File: src/rtl/flash_fill_ctrl.sv
// Flash-side fill engine: preloads the main SRAM window after reset, then fetches
// one SUB_DEPTH-word block per accepted read miss into the sub-SRAM.
module flash_fill_ctrl #(
    parameter int                ADDR_W     = 32,
    parameter int                DATA_W     = 32,
    parameter int                SUB_DEPTH  = 64,
    parameter logic [ADDR_W-1:0] MAIN_LOWER = '0,
    parameter logic [ADDR_W-1:0] MAIN_UPPER = ADDR_W'(32'h400)
) (
    input  logic              clk,
    input  logic              grst,
    input  logic              miss_valid,
    input  logic [ADDR_W-1:0] miss_addr,
    output logic              miss_ready,
    output logic              miss_err,
    output logic              boot_done,
    output logic              busy,
    output logic              flash_req,
    output logic [ADDR_W-1:0] flash_addr,
    input  logic              flash_gnt,
    input  logic              flash_rvalid,
    input  logic [DATA_W-1:0] flash_rdata,
    output logic              wr_valid,
    output logic [ADDR_W-1:0] wr_addr,
    output logic [DATA_W-1:0] wr_data,
    output logic              wr_main,
    output logic              wr_first,
    output logic              wr_last,
    input  logic              wr_ready,
    output logic              fill_done
);

    localparam int                CNT_W     = $clog2(SUB_DEPTH) + 1;
    localparam logic [ADDR_W-1:0] BLK_MASK  = ADDR_W'(SUB_DEPTH - 1);
    localparam logic [ADDR_W-1:0] WIN_SIZE  = MAIN_UPPER - MAIN_LOWER;
    localparam logic [ADDR_W-1:0] MAIN_LAST = MAIN_UPPER - 1'b1;
    localparam logic [CNT_W-1:0]  CNT_LAST  = CNT_W'(SUB_DEPTH - 1);

    typedef enum logic [2:0] {
        BOOT_REQ, BOOT_WAIT, BOOT_WR, IDLE, FILL_REQ, FILL_WAIT, FILL_WR
    } state_e;

    localparam state_e RST_STATE = (WIN_SIZE == '0) ? IDLE : BOOT_REQ;

    state_e            state_q, state_d;
    logic [ADDR_W-1:0] ptr_q, ptr_d;
    logic [CNT_W-1:0]  cnt_q, cnt_d;
    logic [DATA_W-1:0] hold_q, hold_d;
    logic              boot_done_q, boot_done_d;
    logic              miss_err_q, miss_err_d;
    logic              fill_done_q, fill_done_d;

    logic miss_acc;
    logic in_main;

    assign miss_acc = miss_valid & miss_ready;
    // Single unsigned compare covers both window bounds without a constant >= 0 test.
    assign in_main  = (miss_addr - MAIN_LOWER) < WIN_SIZE;

    always_ff @(posedge clk or negedge grst) begin
        if (!grst) begin
            state_q     <= RST_STATE;
            ptr_q       <= MAIN_LOWER;
            cnt_q       <= '0;
            hold_q      <= '0;
            boot_done_q <= 1'b0;
            miss_err_q  <= 1'b0;
            fill_done_q <= 1'b0;
        end else begin
            state_q     <= state_d;
            ptr_q       <= ptr_d;
            cnt_q       <= cnt_d;
            hold_q      <= hold_d;
            boot_done_q <= boot_done_d;
            miss_err_q  <= miss_err_d;
            fill_done_q <= fill_done_d;
        end
    end

    always_comb begin
        state_d     = state_q;
        ptr_d       = ptr_q;
        cnt_d       = cnt_q;
        hold_d      = hold_q;
        boot_done_d = boot_done_q;
        miss_err_d  = 1'b0;
        fill_done_d = 1'b0;
        unique case (state_q)
            BOOT_REQ:  if (flash_gnt) state_d = BOOT_WAIT;
            FILL_REQ:  if (flash_gnt) state_d = FILL_WAIT;
            BOOT_WAIT: if (flash_rvalid) begin
                hold_d  = flash_rdata;
                state_d = BOOT_WR;
            end
            FILL_WAIT: if (flash_rvalid) begin
                hold_d  = flash_rdata;
                state_d = FILL_WR;
            end
            BOOT_WR: if (wr_ready) begin
                ptr_d = ptr_q + 1'b1;
                if (ptr_q == MAIN_LAST) begin
                    boot_done_d = 1'b1;
                    state_d     = IDLE;
                end else begin
                    state_d = BOOT_REQ;
                end
            end
            IDLE: begin
                // Also covers an empty main window: done on the first cycle out of reset.
                boot_done_d = 1'b1;
                if (miss_acc) begin
                    if (in_main) begin
                        miss_err_d = 1'b1;
                    end else begin
                        ptr_d   = miss_addr & ~BLK_MASK;
                        cnt_d   = '0;
                        state_d = FILL_REQ;
                    end
                end
            end
            FILL_WR: if (wr_ready) begin
                ptr_d = ptr_q + 1'b1;
                cnt_d = cnt_q + 1'b1;
                if (cnt_q == CNT_LAST) begin
                    fill_done_d = 1'b1;
                    state_d     = IDLE;
                end else begin
                    state_d = FILL_REQ;
                end
            end
            default: state_d = RST_STATE;
        endcase
    end

    // State decodes are gated by grst so every output drops the moment reset asserts.
    always_comb begin
        flash_req  = 1'b0;
        flash_addr = '0;
        wr_valid   = 1'b0;
        wr_addr    = '0;
        wr_data    = '0;
        wr_main    = 1'b0;
        wr_first   = 1'b0;
        wr_last    = 1'b0;
        busy       = 1'b0;
        miss_ready = 1'b0;
        if (grst) begin
            flash_req  = (state_q == BOOT_REQ) || (state_q == FILL_REQ);
            wr_valid   = (state_q == BOOT_WR) || (state_q == FILL_WR);
            wr_main    = (state_q == BOOT_WR);
            wr_first   = (state_q == FILL_WR) && (cnt_q == '0);
            wr_last    = ((state_q == BOOT_WR) && (ptr_q == MAIN_LAST)) ||
                         ((state_q == FILL_WR) && (cnt_q == CNT_LAST));
            busy       = (state_q != IDLE);
            miss_ready = (state_q == IDLE) && boot_done_q;
            if (flash_req) flash_addr = ptr_q;
            if (wr_valid) begin
                wr_addr = ptr_q;
                wr_data = hold_q;
            end
        end
    end

    assign boot_done = boot_done_q;
    assign miss_err  = miss_err_q;
    assign fill_done = fill_done_q;

endmodule
File: config.mk
export PLATFORM = sky130hd
export DESIGN_NAME = flash_fill_ctrl
export DESIGN_NICKNAME = d
export VERILOG_FILES = /design/src/rtl/flash_fill_ctrl.sv
export SDC_FILE = /design/constraint.sdc
export NUM_CORES = 1
export LEC_CHECK = 0
export ABC_AREA = 1
export CORE_ASPECT_RATIO = 2
export CORE_UTILIZATION = 45
export CTS_CLUSTER_SIZE = 20
export DETAILED_ROUTE_END_ITERATION = 10
export PLACE_DENSITY = 0.79
export REMOVE_ABC_BUFFERS = 1
export SLEW_MARGIN = 25
export SYNTH_ARGS = -nofsm -noshare
export SYNTH_HDL_FRONTEND = slang
export SYNTH_SLANG_ARGS = --single-unit
File: constraint.sdc
create_clock -name clk -period 3.95 [get_ports clk]
set_input_delay 0.5925 -clock clk [delete_from_list [all_inputs] [get_ports clk]]
set_output_delay 0.5925 -clock clk [all_outputs]
set_load 0.01 [all_outputs]
==> out/qor.txt <==
CP Class -> flop to output pin
Tot Pwr -> 4.295 mW
Util after Layout -> 0.6481
CTS H-tree lvls -> 3
area grow syn2layout -> 40.85%
DR vias -> 5671
syn_area_per_cell -> 6.468 sq um
WL final -> 16730 microns
largest net degree at the start of global routing -> 54
worst r2r path cells -> 10
Inserted Diodes -> 0
postcts setup bufs -> 0
core area -> 11220 sq um
Vias per Instance -> 5.132
Critical Path, Cell by Cell -> ha_1 > nand3_1 > inv_1 > nand2_1 > nor2_1 > nand3_1 > a21oi_1 > clkdlybuf4s50_1
Placed Cells incl. Taps -> 1089
fin worst setup slack -> 699.8 ps
maximum clock rate -> 307.7 MHz
Worst Hold Class -> input pin to asynchronous set/reset pin
Slowest-stage cell, CP -> clkdlybuf4s50_1
FF-to-FF setup slack -> 1350 ps
Crit path max-delay family -> simple AND/OR/NAND/NOR gates
io pins -> 176
most common cell after layout, fill and taps aside -> nand2_1
CTS Hold Bufs -> 0
initial drt markers -> 347
maximum VDD drop -> 399.0 uV
share of cells above drive strength 1 -> 0.07269
Crit path largest cell delay -> 560 ps
Unique masters post-synth -> 30
cell count after synthesis -> 798
CTS Buf Count -> 9
Final Cycle Share -> 0.8228
Final setup viols -> 0
CP Capture Type -> output pin
grt ovf -> 0
Detailed Place HPWL -> 12620 microns
setup tns final -> 0 ps
Remaining DRCs -> 0
Site Rows -> 55
PD cells -> 590.8 nW/um^2
status -> finished clean
port bufs -> 169
sum of buffers and inverters on the critical path -> 2
Slew @ Worst Pin -> 627.2 ps
Detail Route Antenna Nets -> 0
first-pass GRT wire length -> 26620 microns
startpoint types -> flop
root buf cell -> clkbuf_16
RSZ-0062 raised after global routing -> no
vias in the first global route -> 5515
drt wl/cell -> 15.14 microns
Yosys reg bits -> 77
CP arrival -> 2660 ps
gpl congestion -> 0.9525
CTS clk-pin slew, worst paths -> 60 ps
Final Hold Vio Count -> 0
DRT Pass-1 Iters -> 5
initial antenna violation count -> 0
CP most frequent cell -> nand3_1
dpl ws -> 1105 ps
Tmin final -> 3250 ps
Total Routing Usage GR -> 0.2889
clock skew -> 7.413 ps
slew margin rel. -> 0.5813
Req. time, crit path -> 3360 ps
Syn. warnings -> 0
CTS tree -> done
Critical Path Fanout Max -> 7
Clock Sinks -> 77
Starting Density -> 0.4601
R2R Path End -> ptr_q[6]
LEAKAGE -> 3.125 nW
chip width -> 77.73 microns
Post-Syn Area -> 5161 sq um
CTS resizes -> 0
clk buf depth -> 2
number of max-cap violations -> 0
Final Max Tran Viols -> 0
Worst R2R Start -> state_q[0]
Skew-Pair Late Insertion Delay -> 340 ps
die area -> 11930 sq um
die height -> 153.5 microns
Final Net Count -> 1031
most frequent cells in the layout -> nand2_1, nor2_1, clkdlybuf4s50_1
share of the yosys chip area belonging to registers -> 0.3733
Non-Filler Instances -> 1105
Critical Path Stages -> 8
-- synth_stat cells --
cell type / count / area [sq um]
buf_6: 2 / 22.52
a21oi_1: 2 / 10.01
nor3b_1: 2 / 15.01
xnor2_1: 1 / 8.760
nor2_1: 225 / 844.6
nand2_4: 1 / 11.26
nand2_1: 259 / 972.2
nor2_4: 1 / 11.26
dfrtp_1: 77 / 1927
xor2_1: 7 / 61.31
clkbuf_1: 11 / 41.29
buf_4: 2 / 15.01
buf_2: 9 / 45.04
clkinv_1: 1 / 3.750
nor3_1: 1 / 5.000
a31oi_1: 1 / 6.260
nand2_2: 4 / 25.02
o21a_1: 1 / 7.510
o22ai_1: 1 / 6.260
nand3_1: 62 / 310.3
inv_1: 57 / 214.0
ha_1: 3 / 37.54
nand3_4: 1 / 17.52
inv_2: 4 / 15.01
buf_1: 3 / 11.26
o21ai_1: 5 / 25.02
nand3_2: 1 / 10.01
mux2_2: 32 / 360.4
nand4_1: 9 / 56.30
o21ai_0: 13 / 65.06
-- per-stage QoR --
stage | hold slack [ps] | cell area, sq um
2_1_floorplan | 296.9 | 5026
3_3_place_gp | 455.2 | 6945
3_5_place_dp | 467.5 | 6945
4_1_cts | 356.5 | 7269
5_1_grt | 383.1 | 7269
6_report | 336.1 | 7269
-- area by class of cell --
type	instances	area, sq um
Multi-Input combinational cell	632	2867
Tap cell	142	177.7
Fill cell	1032	3948
Timing Repair Buffer	176	1742
Sequential cell	77	1927
Clock inverter	7	98.84
Inverter	62	232.7
Clock buffer	9	225.2
-- worst register-to-register path, cell delays in order (launching register included) --
cell and delay [ps]:
dfrtp_1 430, inv_1 100, nand2_2 160, inv_2 140, buf_4 370, nand2_1 180
nand2_1 130, nand3_4 470, inv_2 370, nand2_1 80, o21ai_0 80
-- report_power, final --
| part | leakage [nW] | internal (mW) | switching (mW) |
|---|---|---|---|
| Clock | 0.156 | 0.557 | 0.364 |
| Sequential | 0.954 | 1.13 | 0.349 |
| Combinational | 2.01 | 0.804 | 1.09 |
| Total | 3.13 | 2.49 | 1.80 |
-- state kept, by name, indices dropped and copies added, names as in the netlist --
register / flops
ptr_q: 32
fill_done: 1
cnt_q: 7
hold_q: 32
miss_err: 1
boot_done: 1
state_q: 3
-- routing by layer --
metal / GRT usage / part of all wire / vias up
met2: 0.5487 / 0.55 / 200
met5: 0 / 0 / -
met4: 0.1842 / 0.062 / 0
met1: 0.2732 / 0.34 / 2614
li1: - / - / 2791
met3: 0.05493 / 0.051 / 66
-- how the worst max path moves through the flow --
stage	end	from	slack, ps
global route	wr_last	ptr_q[0]	560
detailed placement	wr_last	ptr_q[0]	1100
floorplan	wr_addr[0]	grst	1220
CTS	wr_last	ptr_q[0]	730
global placement	flash_addr[12]	grst	820
finish	wr_last	ptr_q[0]	700
-- logic make-up after synthesis --
kind of cell | count (synthesis) | synth area share
simple gates | 566 | 0.4415
buf+inv | 89 | 0.07127
flops | 77 | 0.3733
mux | 32 | 0.06982
compound gates | 23 | 0.02327
xor+xnor | 8 | 0.01358
fa+ha+maj | 3 | 0.007274
(Power assumes the default switching activity.)
